## src/rtl/elevator_service_ctrl.sv

```systemverilog
// Single-car elevator controller: SCAN-style service of a latched request vector.
// All direction and service decisions are taken in IDLE. Moves and door dwell are fixed-length timed states.
module elevator_service_ctrl #(
    parameter int unsigned WIDTH       = 5,
    parameter int unsigned MOVE_CYCLES = 4,
    parameter int unsigned DOOR_CYCLES = 3
) (
    input  logic                       clk,
    input  logic                       rst,
    input  logic [WIDTH-1:0]           req,
    output logic [WIDTH-1:0]           off,
    output logic [$clog2(WIDTH)-1:0]   floor,
    output logic                       dir_up,
    output logic                       moving,
    output logic                       door_open
);

    localparam int unsigned FW   = $clog2(WIDTH);
    localparam int unsigned CMAX = (MOVE_CYCLES > DOOR_CYCLES) ? MOVE_CYCLES : DOOR_CYCLES;
    localparam int unsigned CW   = (CMAX > 1) ? $clog2(CMAX) : 1;

    localparam logic [CW-1:0] MOVE_LAST = CW'(MOVE_CYCLES - 1);
    localparam logic [CW-1:0] DOOR_LAST = CW'(DOOR_CYCLES - 1);
    localparam logic [FW-1:0] TOP_FLOOR = FW'(WIDTH - 1);

    typedef enum logic [1:0] {
        IDLE      = 2'd0,
        MOVE_UP   = 2'd1,
        MOVE_DOWN = 2'd2,
        DOOR_OPEN = 2'd3
    } state_e;

    state_e            state_q, state_d;
    logic [FW-1:0]     floor_q, floor_d;
    logic              dir_up_q, dir_up_d;
    logic [CW-1:0]     cnt_q, cnt_d;
    logic [WIDTH-1:0]  off_q, off_d;
    logic              moving_q, moving_d;
    logic              door_q, door_d;

    logic              here;
    logic              above;
    logic              below;
    logic [WIDTH-1:0]  floor_hot;

    // Classify pending requests relative to the current floor
    always_comb begin
        here      = 1'b0;
        above     = 1'b0;
        below     = 1'b0;
        floor_hot = '0;
        for (int unsigned i = 0; i < WIDTH; i++) begin
            if (FW'(i) == floor_q) begin
                here         = req[i];
                floor_hot[i] = 1'b1;
            end else if (FW'(i) > floor_q) begin
                above = above | req[i];
            end else begin
                below = below | req[i];
            end
        end
    end

    // Next-state, floor/direction update and registered-output next values
    always_comb begin
        state_d  = state_q;
        floor_d  = floor_q;
        dir_up_d = dir_up_q;
        cnt_d    = '0;
        off_d    = '0;

        case (state_q)
            IDLE: begin
                if (here) begin
                    state_d = DOOR_OPEN;
                    off_d   = floor_hot;
                end else if (dir_up_q && above) begin
                    state_d  = MOVE_UP;
                    dir_up_d = 1'b1;
                end else if (below) begin
                    state_d  = MOVE_DOWN;
                    dir_up_d = 1'b0;
                end else if (above) begin
                    state_d  = MOVE_UP;
                    dir_up_d = 1'b1;
                end
            end
            MOVE_UP: begin
                if (cnt_q == MOVE_LAST) begin
                    state_d = IDLE;
                    if (floor_q != TOP_FLOOR) begin
                        floor_d = floor_q + FW'(1);
                    end
                end else begin
                    cnt_d = cnt_q + CW'(1);
                end
            end
            MOVE_DOWN: begin
                if (cnt_q == MOVE_LAST) begin
                    state_d = IDLE;
                    if (floor_q != '0) begin
                        floor_d = floor_q - FW'(1);
                    end
                end else begin
                    cnt_d = cnt_q + CW'(1);
                end
            end
            DOOR_OPEN: begin
                if (cnt_q == DOOR_LAST) begin
                    state_d = IDLE;
                end else begin
                    cnt_d = cnt_q + CW'(1);
                end
            end
            default: state_d = IDLE;
        endcase

        moving_d = (state_d == MOVE_UP) || (state_d == MOVE_DOWN);
        door_d   = (state_d == DOOR_OPEN);
    end

    // State and output registers with synchronous reset
    always_ff @(posedge clk) begin
        if (rst) begin
            state_q  <= IDLE;
            floor_q  <= '0;
            dir_up_q <= 1'b1;
            cnt_q    <= '0;
            off_q    <= '0;
            moving_q <= 1'b0;
            door_q   <= 1'b0;
        end else begin
            state_q  <= state_d;
            floor_q  <= floor_d;
            dir_up_q <= dir_up_d;
            cnt_q    <= cnt_d;
            off_q    <= off_d;
            moving_q <= moving_d;
            door_q   <= door_d;
        end
    end

    assign off       = off_q;
    assign floor     = floor_q;
    assign dir_up    = dir_up_q;
    assign moving    = moving_q;
    assign door_open = door_q;

endmodule

```

## config.mk

```make
export PLATFORM = sky130hd
export DESIGN_NAME = elevator_service_ctrl
export DESIGN_NICKNAME = d
export VERILOG_FILES = /design/src/rtl/elevator_service_ctrl.sv
export SDC_FILE = /design/constraint.sdc
export NUM_CORES = 1
export LEC_CHECK = 0
export CORE_ASPECT_RATIO = 1.5
export CORE_UTILIZATION = 35
export CTS_CLUSTER_DIAMETER = 150
export DETAILED_ROUTE_END_ITERATION = 8
export PLACE_DENSITY = 0.63
export SYNTH_ARGS = -nofsm -noshare
export SYNTH_HDL_FRONTEND = slang
export SYNTH_SLANG_ARGS = --single-unit
```

## constraint.sdc

```tcl
create_clock -name clk -period 6.19 [get_ports clk]
set_input_delay 1.238 -clock clk [delete_from_list [all_inputs] [get_ports clk]]
set_output_delay 1.238 -clock clk [all_outputs]
set_load 0.02 [all_outputs]
```

==> summary by stage <==
Placed design
Port buffering added 17 buffers. The congestion estimate from routability-driven global placement came to 0.854. OpenSTA, run right after detailed placement, puts the worst setup slack at 2.77 ns. The number of placed cells counting well taps is around 160. The wire-length estimate of the detail-placed layout is around 1600 um.

Routing
The number of optimization iterations in the first detailed-route pass is 4. The iteration-0 DRC count of the detailed router is 27. The routed design has 2130 um of wire.

The overall via count from detail_route is 876. The number of remaining DRC errors is 0. The via density per instance is approximately 5.3. The detail route stage leaves a number of antenna-violating nets equal to 0. Dividing the detail-routed wire length by the instance count gives roughly 13 um.

Die
The die covers around 3200 sq um. The I/O pin count is 18. The initial standard-cell utilization of the core is a little under two fifths. The die is approximately 46 um wide.

The placeable core region is 2730 sq um. From bottom edge to top edge, the die measures slightly below 70 um. The floorplan has 23 rows.

Job
Across the run, the number of max-cap violations was 0.

STA
The worst-case hold slack is approximately 0.62 ns. Counting I/O delays and the setup requirement, the final critical path takes roughly 3.2 ns. The worst slew margin relative to its limit is between 60 and 70%. On the final layout, the worst clock skew is 0.00243 ns. Adding up every negative setup slack in the final design gives 0 ns.

Setup repair after global routing left no endpoint under its margin. The number of failing setup endpoints in the final timing report is 0. The highest attainable clock frequency is around 310 MHz. The total count of max-transition violations in the final report is 0.

The slack of the critical path is 3.01 ns. Dividing the final minimum period by the clock period gives 51.4%. The number of endpoints with negative hold slack in the final report is 0. The pin slew with the least headroom to its limit is 0.529 ns.

Clock tree
The clock slew at the register clock pins of the worst setup and hold paths is around 0.070 ns. The total setup buffers inserted after CTS is 0. The clock reaches the later pin of the worst-skew pair after 0.25 ns. The largest buffer count on any clock path is 2. In this run, post-CTS repair resized a total of 0 instances. The number of clock buffers added by TritonCTS is 3. The tree is rooted in a sky130_fd_sc_hd__clkbuf_8. The hold buffer count at CTS is 0.

The clock tree from TritonCTS is done. The total number of clock tree sinks is 15. In this run the number of H-tree levels came out at 1.

Critical path
The critical path data arrival time is 3.31 ns. Of all nets on the critical path, the largest fanout is 6. The slowest cell on the critical path is sky130_fd_sc_hd__clkdlybuf4s50_1. The largest stage delay on the critical path is between 0.4 and 0.5 ns. The sum of buffers and inverters on the critical path is 1.

Walking the worst path, the cells encountered are clkdlybuf4s50_1 > a21oi_1 > o21ai_0 > a31oi_1 > nand2_1 > o31a_1 > ha_1 > nor2b_1. The start-to-end type of the worst setup path is in2reg. The type of element launching the critical path is an input pin. The worst setup path is captured at a flop. The kind of cell with the highest combined delay on the critical path is compound AO/OA/AOI/OAI gates. STA puts the critical path data required time at about 6.3 ns.

Synth
Counting every net in the synthesized netlist gives around 130. For this run, the register share of the synthesized area comes to 29.3%. The compound-cell area share of the yosys netlist is between 20% and 30%. After synthesis, the largest family of logic cells by area is compound AO/OA/AOI/OAI gates.

The number of synthesized register bits is 15. In this run the cell area of the synthesized design comes to 1020 sq um. Summing the areas of all xor and xnor instances in the mapped netlist gives 2.56% of the synthesized area. The share of flip-flops with an asynchronous set or reset after synthesis is 0%. The multiplexer fraction of the synthesized cell area is ~2.2%. The cell count after synthesis came out at ~110. After synthesis, the mean cell area works out to roughly 9.1 sq um. The primary flip-flop cell chosen by synthesis mapping is sky130_fd_sc_hd__dfxtp_1. Summing the areas of all and, or, nand and nor instances in the mapped netlist gives a little under a fifth of the synthesized area. Yosys mapped the design onto around 40 distinct sky130hd cell types. The number of flops mapped to enable cells by yosys is 0.

During synthesis, Yosys emitted a total of 0 warnings. Summing the areas of all fa, ha and maj instances in the mapped netlist gives between 10% and 20% of the synthesized area.

Finish
The number of antenna diodes in the final layout is 0. The most common cell after layout, fill and taps aside is sky130_fd_sc_hd__clkdlybuf4s50_1. The share of final-layout standard cells stronger than drive strength 1 is between 10% and 20%. At the end of the flow, the number of nets in the layout was roughly 150. The library cells used most frequently in the layout, excluding fill and tap cells, are sky130_fd_sc_hd__clkdlybuf4s50_1, sky130_fd_sc_hd__ha_1, sky130_fd_sc_hd__dfxtp_1, sky130_fd_sc_hd__inv_1, sky130_fd_sc_hd__nand2_1. The synthesis-to-layout area growth is 23.0%. The final non-filler cell total is 166.

GRT
The maximum number of pins on one net before global-route repair is 14. The aggregate global routing overflow is 0. The number of antenna violations at the first check in global routing is 0.

The number of global-route vias before repair came to 865. The first global-routing pass estimated 3550 um of wire. The combined global-route utilization of all metal layers is between 10% and 20%.

Pwr
Dividing total power by cell area gives a power density of between 200 and 250 nW/um^2. VDD sags by at most between 0.1 and 0.15 mV. Summing internal, switching and leakage power gives between 0.0002 and 0.0003 W.

In this run the static leakage power is a little over 0.5 nW.

Run status
The flow ran to the end, and the final reports show no timing, DRC or antenna violations.

Worst hold path
The worst hold path belongs to the class reg2reg.
## kinds of logic (layout without fill, tap and decap cells)
group | Yosys count | after routing
flip-flops | 15 | 15
AO/OA/AOI/OAI | 31 | 31
XOR/XNOR | 3 | 3
buffers and inverters | 14 | 31
adder cells (fa/ha/maj) | 15 | 15
multiplexers | 2 | 2
AND/OR/NAND/NOR | 32 | 32
## registers in the layout (all words and copies together), names as in the netlist
signal     cells
moving         1
state_q        2
cnt_q          2
off            5
floor          3
door_open      1
dir_up         1
## per-layer routing
| metal | track usage (%) | up-vias | part of all wire, % |
|---|---|---|---|
| met4 | 11.8 | 0 | 3.0 |
| met5 | 0 | - | 0 |
| met2 | 26.6 | 24 | 52 |
| met3 | 1.58 | 6 | 2.9 |
| li1 | - | 433 | - |
| met1 | 17.0 | 413 | 42 |
## path summary, 6_finish.rpt
check	slack, ns	to	depth (start not counted)	start
hold / removal	0.62	state_q[0]	2	dir_up
setup / recovery	3.01	moving	8	req[1]
hold reg to reg	0.62	state_q[0]	2	dir_up
setup reg to reg	3.49	moving	9	floor[0]
## synthesized netlist by cell type, types with 2 or more instances
cell | instances | area [sq um]
sky130_fd_sc_hd__o21ai_1 | 2 | 10.0
sky130_fd_sc_hd__nor2b_1 | 3 | 18.8
sky130_fd_sc_hd__nand2_1 | 6 | 22.5
sky130_fd_sc_hd__nor2_1 | 5 | 18.8
sky130_fd_sc_hd__inv_1 | 10 | 37.5
sky130_fd_sc_hd__a21oi_1 | 5 | 25.0
sky130_fd_sc_hd__a31oi_1 | 4 | 25.0
sky130_fd_sc_hd__xnor2_1 | 2 | 17.5
sky130_fd_sc_hd__and3_1 | 2 | 12.5
sky130_fd_sc_hd__ha_1 | 15 | 188
sky130_fd_sc_hd__dfxtp_1 | 15 | 300
sky130_fd_sc_hd__o21ai_0 | 4 | 20.0
sky130_fd_sc_hd__nor3_1 | 3 | 15.0
sky130_fd_sc_hd__nand3_1 | 2 | 10.0
sky130_fd_sc_hd__nand2b_4 | 2 | 27.5
sky130_fd_sc_hd__nand2b_1 | 2 | 12.5
sky130_fd_sc_hd__o31a_1 | 2 | 17.5
sky130_fd_sc_hd__mux2_2 | 2 | 22.5
sky130_fd_sc_hd__and2_1 | 4 | 25.0
## final cells by class
type / count / area (sq um)
Tap cell: 37 / 46.3
Sequential cell: 15 / 300
Timing Repair Buffer: 17 / 170
Inverter: 10 / 37.5
Fill cell: 260 / 1470
Clock inverter: 1 / 5.00
Multi-Input combinational cell: 83 / 659
Clock buffer: 3 / 41.3
## where the power goes
part	total (W)	internal [W]	leakage (nW)	switching, W
Combinational	0.0000958	0.0000461	0.361	0.0000497
Clock	0.0000818	0.0000446	0.0255	0.0000372
Sequential	0.000114	0.000107	0.122	0.00000705
## through the flow
step | util [%] | area (sq um)
5_1_grt | 46.1 | 1260
2_1_floorplan | - | 1020
3_5_place_dp | 44.4 | 1210
6_report | 46.1 | 1260
3_3_place_gp | 44.4 | 1210
4_1_cts | 46.1 | 1260
## worst min-delay path, stage by stage, from the launching register on
cell and delay [ns]:
sky130_fd_sc_hd__dfxtp_1 0.36, sky130_fd_sc_hd__nand2_1 0.12, sky130_fd_sc_hd__a311oi_2 0.09
Note: power is estimated with default switching activity, not from simulation.
